**src/rtl/hazard_detect.sv**
```systemverilog
// hazard_detect: ID-stage load-use / mult-div hazard unit with branch flush
// and a saturating stall-cycle counter.
module hazard_detect #(
    parameter int MULDIV_LATENCY = 4,
    parameter int CNT_W          = 3,
    parameter int STAT_W         = 32
) (
    input  logic              CLOCK,
    input  logic              RESET,
    input  logic [31:0]       IFID_Instruction,
    input  logic              IDEX_MemRead,
    input  logic [4:0]        IDEX_RegT,
    input  logic              Branch_Taken,
    output logic              PC_Write,
    output logic              IFID_Write,
    output logic              IDEX_Bubble,
    output logic              IFID_Flush,
    output logic              MulDiv_Busy,
    output logic [STAT_W-1:0] Stall_Cycles
);
    localparam logic [0:0] MD_IDLE = 1'b0;
    localparam logic [0:0] MD_BUSY = 1'b1;
    localparam logic [CNT_W-1:0] MD_LOAD = CNT_W'(MULDIV_LATENCY - 1);
    localparam bit MD_MULTI = MULDIV_LATENCY > 1;

    logic [0:0]       state;
    logic [CNT_W-1:0] md_cnt;
    logic [5:0]       op, funct;
    logic [4:0]       rs, rt;
    logic             uses_rs, uses_rt, is_md, is_mfhl;
    logic             load_use, md_hold, stall, busy;
    logic             unused_bits;

    assign op          = IFID_Instruction[31:26];
    assign rs          = IFID_Instruction[25:21];
    assign rt          = IFID_Instruction[20:16];
    assign funct       = IFID_Instruction[5:0];
    assign unused_bits = ^IFID_Instruction[15:6];

    assign uses_rs = !(op == 6'h02 || op == 6'h03 || op == 6'h0F);
    assign uses_rt = op == 6'h00 || op == 6'h04 || op == 6'h05 || op == 6'h2B;
    assign is_md   = op == 6'h00 && funct[5:2] == 4'b0110;
    assign is_mfhl = op == 6'h00 && (funct == 6'h10 || funct == 6'h12);

    assign load_use = IDEX_MemRead && IDEX_RegT != 5'd0 &&
                      ((uses_rs && rs == IDEX_RegT) || (uses_rt && rt == IDEX_RegT));
    assign busy     = state == MD_BUSY;
    assign md_hold  = busy && (is_md || is_mfhl);
    // Reset forces the pipeline to free-run regardless of what is in ID.
    assign stall    = RESET && (load_use || md_hold);

    assign PC_Write    = !stall;
    assign IFID_Write  = !stall;
    assign IDEX_Bubble = stall;
    assign IFID_Flush  = RESET && !stall && Branch_Taken;
    assign MulDiv_Busy = RESET && busy;

    always_ff @(posedge CLOCK or negedge RESET) begin
        if (!RESET) begin
            state  <= MD_IDLE;
            md_cnt <= '0;
        end else if (state == MD_IDLE) begin
            if (MD_MULTI && is_md && !stall) begin
                state  <= MD_BUSY;
                md_cnt <= MD_LOAD;
            end
        end else begin
            md_cnt <= md_cnt - 1'b1;
            state  <= md_cnt == CNT_W'(1) ? MD_IDLE : MD_BUSY;
        end
    end

    always_ff @(posedge CLOCK or negedge RESET) begin
        if (!RESET)
            Stall_Cycles <= '0;
        else if (stall && !(&Stall_Cycles))
            Stall_Cycles <= Stall_Cycles + 1'b1;
    end
endmodule

```
**config.mk**
```make
export PLATFORM = sky130hd
export DESIGN_NAME = hazard_detect
export DESIGN_NICKNAME = d
export VERILOG_FILES = /design/src/rtl/hazard_detect.sv
export SDC_FILE = /design/constraint.sdc
export NUM_CORES = 1
export LEC_CHECK = 0
export ABC_AREA = 1
export BUFFER_PORTS_ARGS = -buffer_cell sky130_fd_sc_hd__buf_4
export CAP_MARGIN = 40
export CORE_MARGIN = 8
export CORE_UTILIZATION = 41
export DETAILED_ROUTE_END_ITERATION = 12
export GPL_TIMING_DRIVEN = 0
export PLACE_DENSITY = 0.7
export SYNTH_ARGS = -nofsm -noshare
export SYNTH_HDL_FRONTEND = slang
export SYNTH_SLANG_ARGS = --single-unit
```
**constraint.sdc**
```tcl
create_clock -name CLOCK -period 4.39 [get_ports CLOCK]
set_input_delay 0.439 -clock CLOCK [delete_from_list [all_inputs] [get_ports CLOCK]]
set_output_delay 0.439 -clock CLOCK [all_outputs]
set_load 0.02 [all_outputs]
```
==> After elaboration in Yosys (flattened, before gate mapping) <==
Cells that the tools add are included.
{ "totals": {"regBits": 36, "input_bits": 41, "output_inout_bits": 37, "elab_cells": 51} }
{ "op_classes": {"n_addsub": 2, "n_eq_ne": 12, "muxes": 5, "reduce_logical": 29} }
{ "ops": {"columns": ["operator", "count"], "rows": [
  ["$add A32 B1 Y32 const B", 1],
  ["$reduce_and A32 Y1", 1],
  ["$logic_and A1 B1 Y1", 13],
  ["$eq A6 B2 Y1 const B", 2],
  ["$eq A6 B3 Y1 const B", 2],
  ["$eq A6 B5 Y1 const B", 2],
  ["$eq A5 B5 Y1", 2],
  ["$logic_or A1 B1 Y1", 9],
  ["$eq A6 B4 Y1 const B", 1],
  ["$eq A6 B6 Y1 const B", 1],
  ["$logic_not A6 Y1", 1],
  ["$mux W3", 2],
  ["$reduce_bool A5 Y1", 1],
  ["$eq A4 B3 Y1 const B", 1],
  ["$eq A3 B1 Y1 const B", 1],
  ["$logic_not A1 Y1", 3],
  ["$mux W1", 3],
  ["$sub A3 B1 Y3 const B", 1],
  ["$reduce_bool A2 Y1", 1]
]} }

==> Depth between registers and ports, before layout <==
Gate-level depths: netlist (run 1).
{ "depth": {"depth_word": 13, "ltp_mapped": 16, "mapped_depth_nobuf": 15} }

==> Least setup slack after synthesis (run 1) <==
No wires, ideal clock.
{ "synth_path": {"kind": "input -> output", "start": "input IFID_Instruction[28]", "end": "output IDEX_Bubble", "arrival_time_ns": 1.586, "required_ns": 3.951, "slack_ns": 2.365, "path_stages": 10, "path_buffers": 1, "path_cell_list": "inv_1 -> nand2_1 -> nor3_1 -> nand2_1 -> nor3_1 -> nand2_1 -> nand2_1 -> nand2_1 -> inv_2 -> buf_4"} }
{ "synth_via": {"elab_chain_len": 9, "elab_cells_between_ends": 23} }
{ "synth_rtl": {"columns": ["item", "line", "rtl"], "rows": [
  ["start: declaration", "10", "input logic [31:0] IFID_Instruction,"],
  ["$eq A6 B2 Y1, or another cell as far along", "40", "assign uses_rs = !(op == 6'h02 || op == 6'h03 || op == 6'h0F);"],
  ["$logic_or A1 B1 Y1, on equally long branches (2 in a row)", "40, 41", null],
  ["$logic_not A1 Y1 or $logic_or A1 B1 Y1 (tied branches)", "40, 41", null],
  ["$logic_and A1 B1 Y1", "46", "((uses_rs && rs == IDEX_RegT) || (uses_rt && rt == IDEX_RegT));"],
  ["$logic_or A1 B1 Y1", "46", null],
  ["$logic_and A1 B1 Y1", "45", "assign load_use = IDEX_MemRead && IDEX_RegT != 5'd0 &&"],
  ["$logic_or A1 B1 Y1 (*)", "50", "assign stall = RESET && (load_use || md_hold);"],
  ["$logic_and A1 B1 Y1 (*)", "50", null],
  ["end: declaration", "16", "output logic IDEX_Bubble,"]
]} }
Mark *: on every way between the ends. The rest lies on a longest branch, timed or not.

==> Final worst setup path (run 1) <==
Ends and elaborated chain as after synthesis.

==> metrics.yaml, run 1 <==
outcome: "complete, no violations"
synth_flop_cell: "dfrtp_1"
routed.top_layer: "met4"
slew_viol_final: 0
slew_headroom_pct: 66.4
cts_root_buffer: "clkbuf_8"
fin_crit_ps: 2390
ant_nets: 0
die_h_um: 96.7
p_int_mw: 0.510
vias: 2734
avgSynthCellArea_um2: 6.62
io_pins: 78
combPwrFrac_pct: 16.9
wl_met3_um: 439
dp_hpwl_um: 5910
die_w_um: 96.7
leakage_nw: 1.83
rows: 29
htreeDepth: 2
grt_pass1_wl_um: 12500
slowest_stage: "inv_2"
synth_cell_types: 24
place_congestion: 0.917
critPathMaxFanout: 10
antenna_found_initial: 0
yosysTopAreaCellShare_pct: 33.8
setup_tns_ps: 0
wl_per_cell_um: 13.4
hp-class: "in2async"
synth_most_common_cell: "nand2_1"
switching_power_mw: 0.202
grt_pass1_vias: 2665
synthTopCellsByCount: "nand2_1 (158), nand3_1 (41), inv_1 (39), dfrtp_1 (36), nor2_1 (34)"
synth_area_um2: 2670
cts_setup_buffers: 0
clk_latency_ps: 300
drt_iter0_markers: 149
cts_buffer_depth: 2
clkTransAtPathRegs_ps: 70
rr_worst_depth: 11
synth_edf_count: 0
critPathKind: "in2out"
fin_area_um2: 3340
grt_max_degree: 40
hold_violations: 0
clock-sinks: 36
nets: 520
max_cap_viol_count: 0
place_area_um2: 3260
critPathCaptureType: "output pin"
worstPathArrival_ps: 1960
n_antenna_cell: 0
crit_top_cell: "nand2_1"
drc_errors: 0
crit_path_cell_trace: "buf_4 > inv_1 > nand2_1 > nor3_1 > nand2_1 > nor3_1 > nand2_1 > nand2_1 > nand2_1 > inv_2 > buf_4 > buf_4"
die_area_um2: 9350
rsz0062_at_grt: "false"
syn-instance-count: 403
r2r_setup_slack_ps: 2270
final.period_utilization_pct: 54.5
r2r_end: "Stall_Cycles[4]"
max_stage_delay_ps: 230
ys.warnings.count: 0
drive_gt1_share_pct: 20.0
post_cts_resized: 0
portBuffers: 66
area_delta_synth_final_pct: 25.1
p_per_area_nw_per_um2: 213
grt.overflow.total: 0
core_um2: 6310
switching_share_pct: 28.3
cts_tree: "built"
syn-num-nets: 447
wl_met2_um: 3480
worst_slew_pin_slew_ps: 499
cts_buffers: 5
yosys.area.top_type: "dfrtp_1"
synthArstFlopShare_pct: 100
grtUsageTotal_pct: 15.8
drt-pass1-iter-count: 5
via_per_inst: 4.94
synthTopCellsByArea: "dfrtp_1 (34%), nand2_1 (22%), nand3_1 (7.7%)"
yosys_register_bits: 36
clockPowerShare_pct: 31.8
finalSetupViolCount: 0
vdd_drop_max_uv: 147
r2r_start: "Stall_Cycles[1]"
seqPwrFrac_pct: 51.3
fin_skew_ps: 9.35
fillCellCount: 665
routed_wl_um: 7390
wirelength_met1_um: 3360
max_freq_mhz: 418
cp-start-kind: "input port"
hold_buffers: 0
crit_required_ps: 3950
ys_seq_area_share_pct: 33.8
start_util_pct: 42.3
==> flip-flops by register name, summed over array words and instances (netlist names) <==
register / flops
busy: 1
md_cnt: 3
Stall_Cycles: 32
==> cell usage in the layout, fill, tap and decap left out, drive strengths merged <==
master    n
ha        3
nor2     35
nor4      7
xnor2    13
nand3    43
clkbuf    6
nor3     15
a21oi     1
nand3b    2
buf      77
xor2     19
o21ai     2
nand2   161
inv      43
nand4    12
dfrtp    36
clkinv    1
==> layout make-up <==
cell class                      instances  area [um^2]  area share [%]
Sequential cell                        36          901            27.0
Timing Repair Buffer                   66          495            14.8
Inverter                               43          161            4.84
Clock buffer                            6         72.6            2.17
Buffer                                 11         77.6            2.32
Tap cell                               77         96.3            2.89
Clock inverter                          1         5.00           0.150
Multi-Input combinational cell        313         1530            45.8
==> worst max path at each step <==
stage,from,to,slack (ps)
after floorplan,IFID_Instruction[28],IDEX_Bubble,2370
after global placement,IFID_Instruction[28],IDEX_Bubble,2020
after detailed placement,IFID_Instruction[28],IDEX_Bubble,1970
after CTS,IFID_Instruction[28],IDEX_Bubble,1970
after global routing,IFID_Instruction[28],IDEX_Bubble,1790
final,IFID_Instruction[28],IDEX_Bubble,2000
==> layer usage <==
layer / vias up / GRT usage, %
li1: 1422 / -
met1: 1224 / 19.3
met2: 81 / 26.6
met3: 7 / 3.77
met4: 0 / 4.97
met5: - / 0
==> power groups by stage <==
stage	Clock, mW	Combinational, mW	Sequential, mW
2_1_floorplan	0	0.0611	0.375
3_3_place_gp	0	0.118	0.371
3_5_place_dp	0	0.121	0.371
4_1_cts	0.231	0.122	0.365
5_1_grt	0.242	0.138	0.368
6_report	0.226	0.120	0.365
==> per-stage QoR <==
| stage | hold slack [ps] | instances | util [%] | setup slack [ps] | total power [mW] |
|---|---|---|---|---|---|
| floorplan | 143 | 403 | - | 2370 | 0.436 |
| global placement | 434 | 546 | 51.6 | 2020 | 0.489 |
| detailed placement | 441 | 546 | 51.6 | 1970 | 0.492 |
| CTS | 120 | 553 | 52.9 | 1970 | 0.718 |
| global route | 139 | 553 | 52.9 | 1790 | 0.748 |
| finish | 103 | 553 | 52.9 | 2000 | 0.711 |
==> critical path: cells and delay by family <==
| kind | cells | cell delay, ps |
|---|---|---|
| buffers and inverters | 5 | 780 |
| and+or+nand+nor | 7 | 730 |
==> logic make-up after synthesis <==
| group | Yosys count | share of synthesized area, % |
|---|---|---|
| simple gates | 275 | 44.8 |
| fa+ha+maj | 3 | 1.41 |
| flops | 36 | 33.8 |
| xor+xnor | 32 | 10.5 |
| buf+inv | 54 | 8.95 |
| compound gates | 3 | 0.562 |
Note: power is estimated with default switching activity, not from simulation.
==> inputs of run 2 (changes only) <==
Settings changed: PLACE_DENSITY 0.7 to 0.72.
Clock period 4.39 ns to 2 ns, I/O delays scaled along.
==> metrics.yaml, run 2 (synthesis gave the netlist of run 1 again) <==
hold_violations: 0
fin_area_um2: 3490
p_per_area_nw_per_um2: 503
switching_power_mw: 0.473
fin_skew_ps: 10.5
vias: 2809
n_antenna_cell: 0
wl_met2_um: 3650
antenna_found_initial: 0
start_util_pct: 42.3
worst_slew_pin_slew_ps: 433
hp-class: "in2reg"
grtUsageTotal_pct: 16.0
grt_pass1_wl_um: 12800
clk_latency_ps: 290
r2r_setup_slack_ps: 150
core_um2: 6310
cts_root_buffer: "clkbuf_8"
routed_wl_um: 7610
cts_tree: "built"
drive_gt1_share_pct: 22.6
cp-start-kind: "flop"
htreeDepth: 2
critPathMaxFanout: 10
final.period_utilization_pct: 92.6
place_congestion: 0.943
combPwrFrac_pct: 18.2
drt_iter0_markers: 103
r2r_end: "Stall_Cycles[10]"
cts_buffer_depth: 2
rows: 29
max_cap_viol_count: 0
slew_headroom_pct: 70.9
max_freq_mhz: 540
final_cells: 563
grt.overflow.total: 0
slew_viol_final: 0
outcome: "complete, no violations"
mostFrequentLayoutCells: "nand2_1 (157), buf_4 (79), nand3_1 (41), inv_1 (39), nor2_1 (34)"
die_h_um: 96.7
largest_register_ffs: 32
dp.cells: 546
clkTransAtPathRegs_ps: 80
setup_tns_ps: 0
dp_hpwl_um: 5950
seqPwrFrac_pct: 45.4
cts_buffers: 5
r2r_start: "Stall_Cycles[0]"
routed.top_layer: "met4"
drc_errors: 0
switching_share_pct: 26.9
rsz0062_at_grt: "false"
leakage_nw: 1.89
wirelength_met1_um: 3370
p_int_mw: 1.28
die_w_um: 96.7
finalSetupViolCount: 0
drt-pass1-iter-count: 4
hold_slack_ps: 273
grt_pass1_vias: 2787
portBuffers: 66
critPathKind: "reg2reg"
die_area_um2: 9350
area_delta_synth_final_pct: 30.9
grt_max_degree: 37
place_area_um2: 3260
critPathCaptureType: "flop"
vdd_drop_max_uv: 258
via_per_inst: 4.99
rr_worst_depth: 12
wl_met3_um: 458
worstSetupStartpoint: "Stall_Cycles[0]"
fin_crit_ps: 1850
clock-sinks: 36
worstPathArrival_ps: 2080
io_pins: 78
clockPowerShare_pct: 36.4
nets: 529
crit_required_ps: 2230
ant_nets: 0
total_power_mw: 1.76
largest_register: "Stall_Cycles"
wl_per_cell_um: 13.5
crit_end: "Stall_Cycles[10]"
final_common_cell: "nand2_1"
[run 2: cell count changes in the layout (fill, tap and decap cells not counted), sizes merged]
cell         change
buf              +8
bufinv           +1
dlygate4sd3      +1
[run 2: power by group through the flow]
stage | clock [mW] | sequential (mW) | combinational [mW]
global route | 0.693 | 0.802 | 0.365
detailed placement | 0 | 0.817 | 0.273
CTS | 0.658 | 0.791 | 0.317
finish | 0.639 | 0.797 | 0.320
floorplan | 0 | 0.823 | 0.134
global placement | 0 | 0.814 | 0.258
[run 2: worst max-delay path: stages, from the launching register on]
cell and delay, ps:
dfrtp_2 400, ha_4 170, nand3_4 120, inv_4 100, nand4_2 100, inv_2 100, nand3_2 80, nor3_2 150
nand2_2 130, nand2_4 130, buf_4 170, nand2_1 60, nand2_1 70
[run 2: stage by stage]
step	setup slack, ps	util, %
floorplan	81.8	-
global placement	-81.8	51.6
detailed placement	-130	51.6
CTS	62.6	54.4
global route	8.25	55.3
finish	148	55.3
[run 2: timing repair]
action,CTS,global route
resized for setup,4,11
pin swaps,0,1
cloned,0,0
buffers inserted,3,4
setup endpoints to repair,33,32
hold endpoints to repair,36,0
hold buffers,2,0
[run 2: worst min-delay path by stage]
stage | startpoint | end | slack, ps | cells after the start
finish | IFID_Instruction[2] | md_cnt[2] | 270 | 5
global route | IFID_Instruction[2] | md_cnt[2] | 270 | 5
CTS | IFID_Instruction[2] | md_cnt[2] | 260 | 5
detailed placement | RESET | Stall_Cycles[23] | 210 | 1
global placement | RESET | Stall_Cycles[24] | 190 | 1
floorplan | RESET | Stall_Cycles[0] | -100 | 0
[run 2: final cells by class]
cell class | instances | area (um^2)
Fill cell | 650 | 2820
Multi-Input combinational cell | 313 | 1560
Sequential cell | 36 | 906
Timing Repair Buffer | 75 | 578
Inverter | 43 | 166
Tap cell | 77 | 96.3
Buffer | 11 | 82.6
Clock buffer | 6 | 72.6
Clock inverter | 2 | 35.0
[run 2: routing by layer]
layer  global-route usage [%]  vias to the layer above
met5                        0                        -
met4                     6.51                        0
met1                     18.8                     1289
li1                         -                     1434
met2                     27.1                       74
met3                     3.91                       12
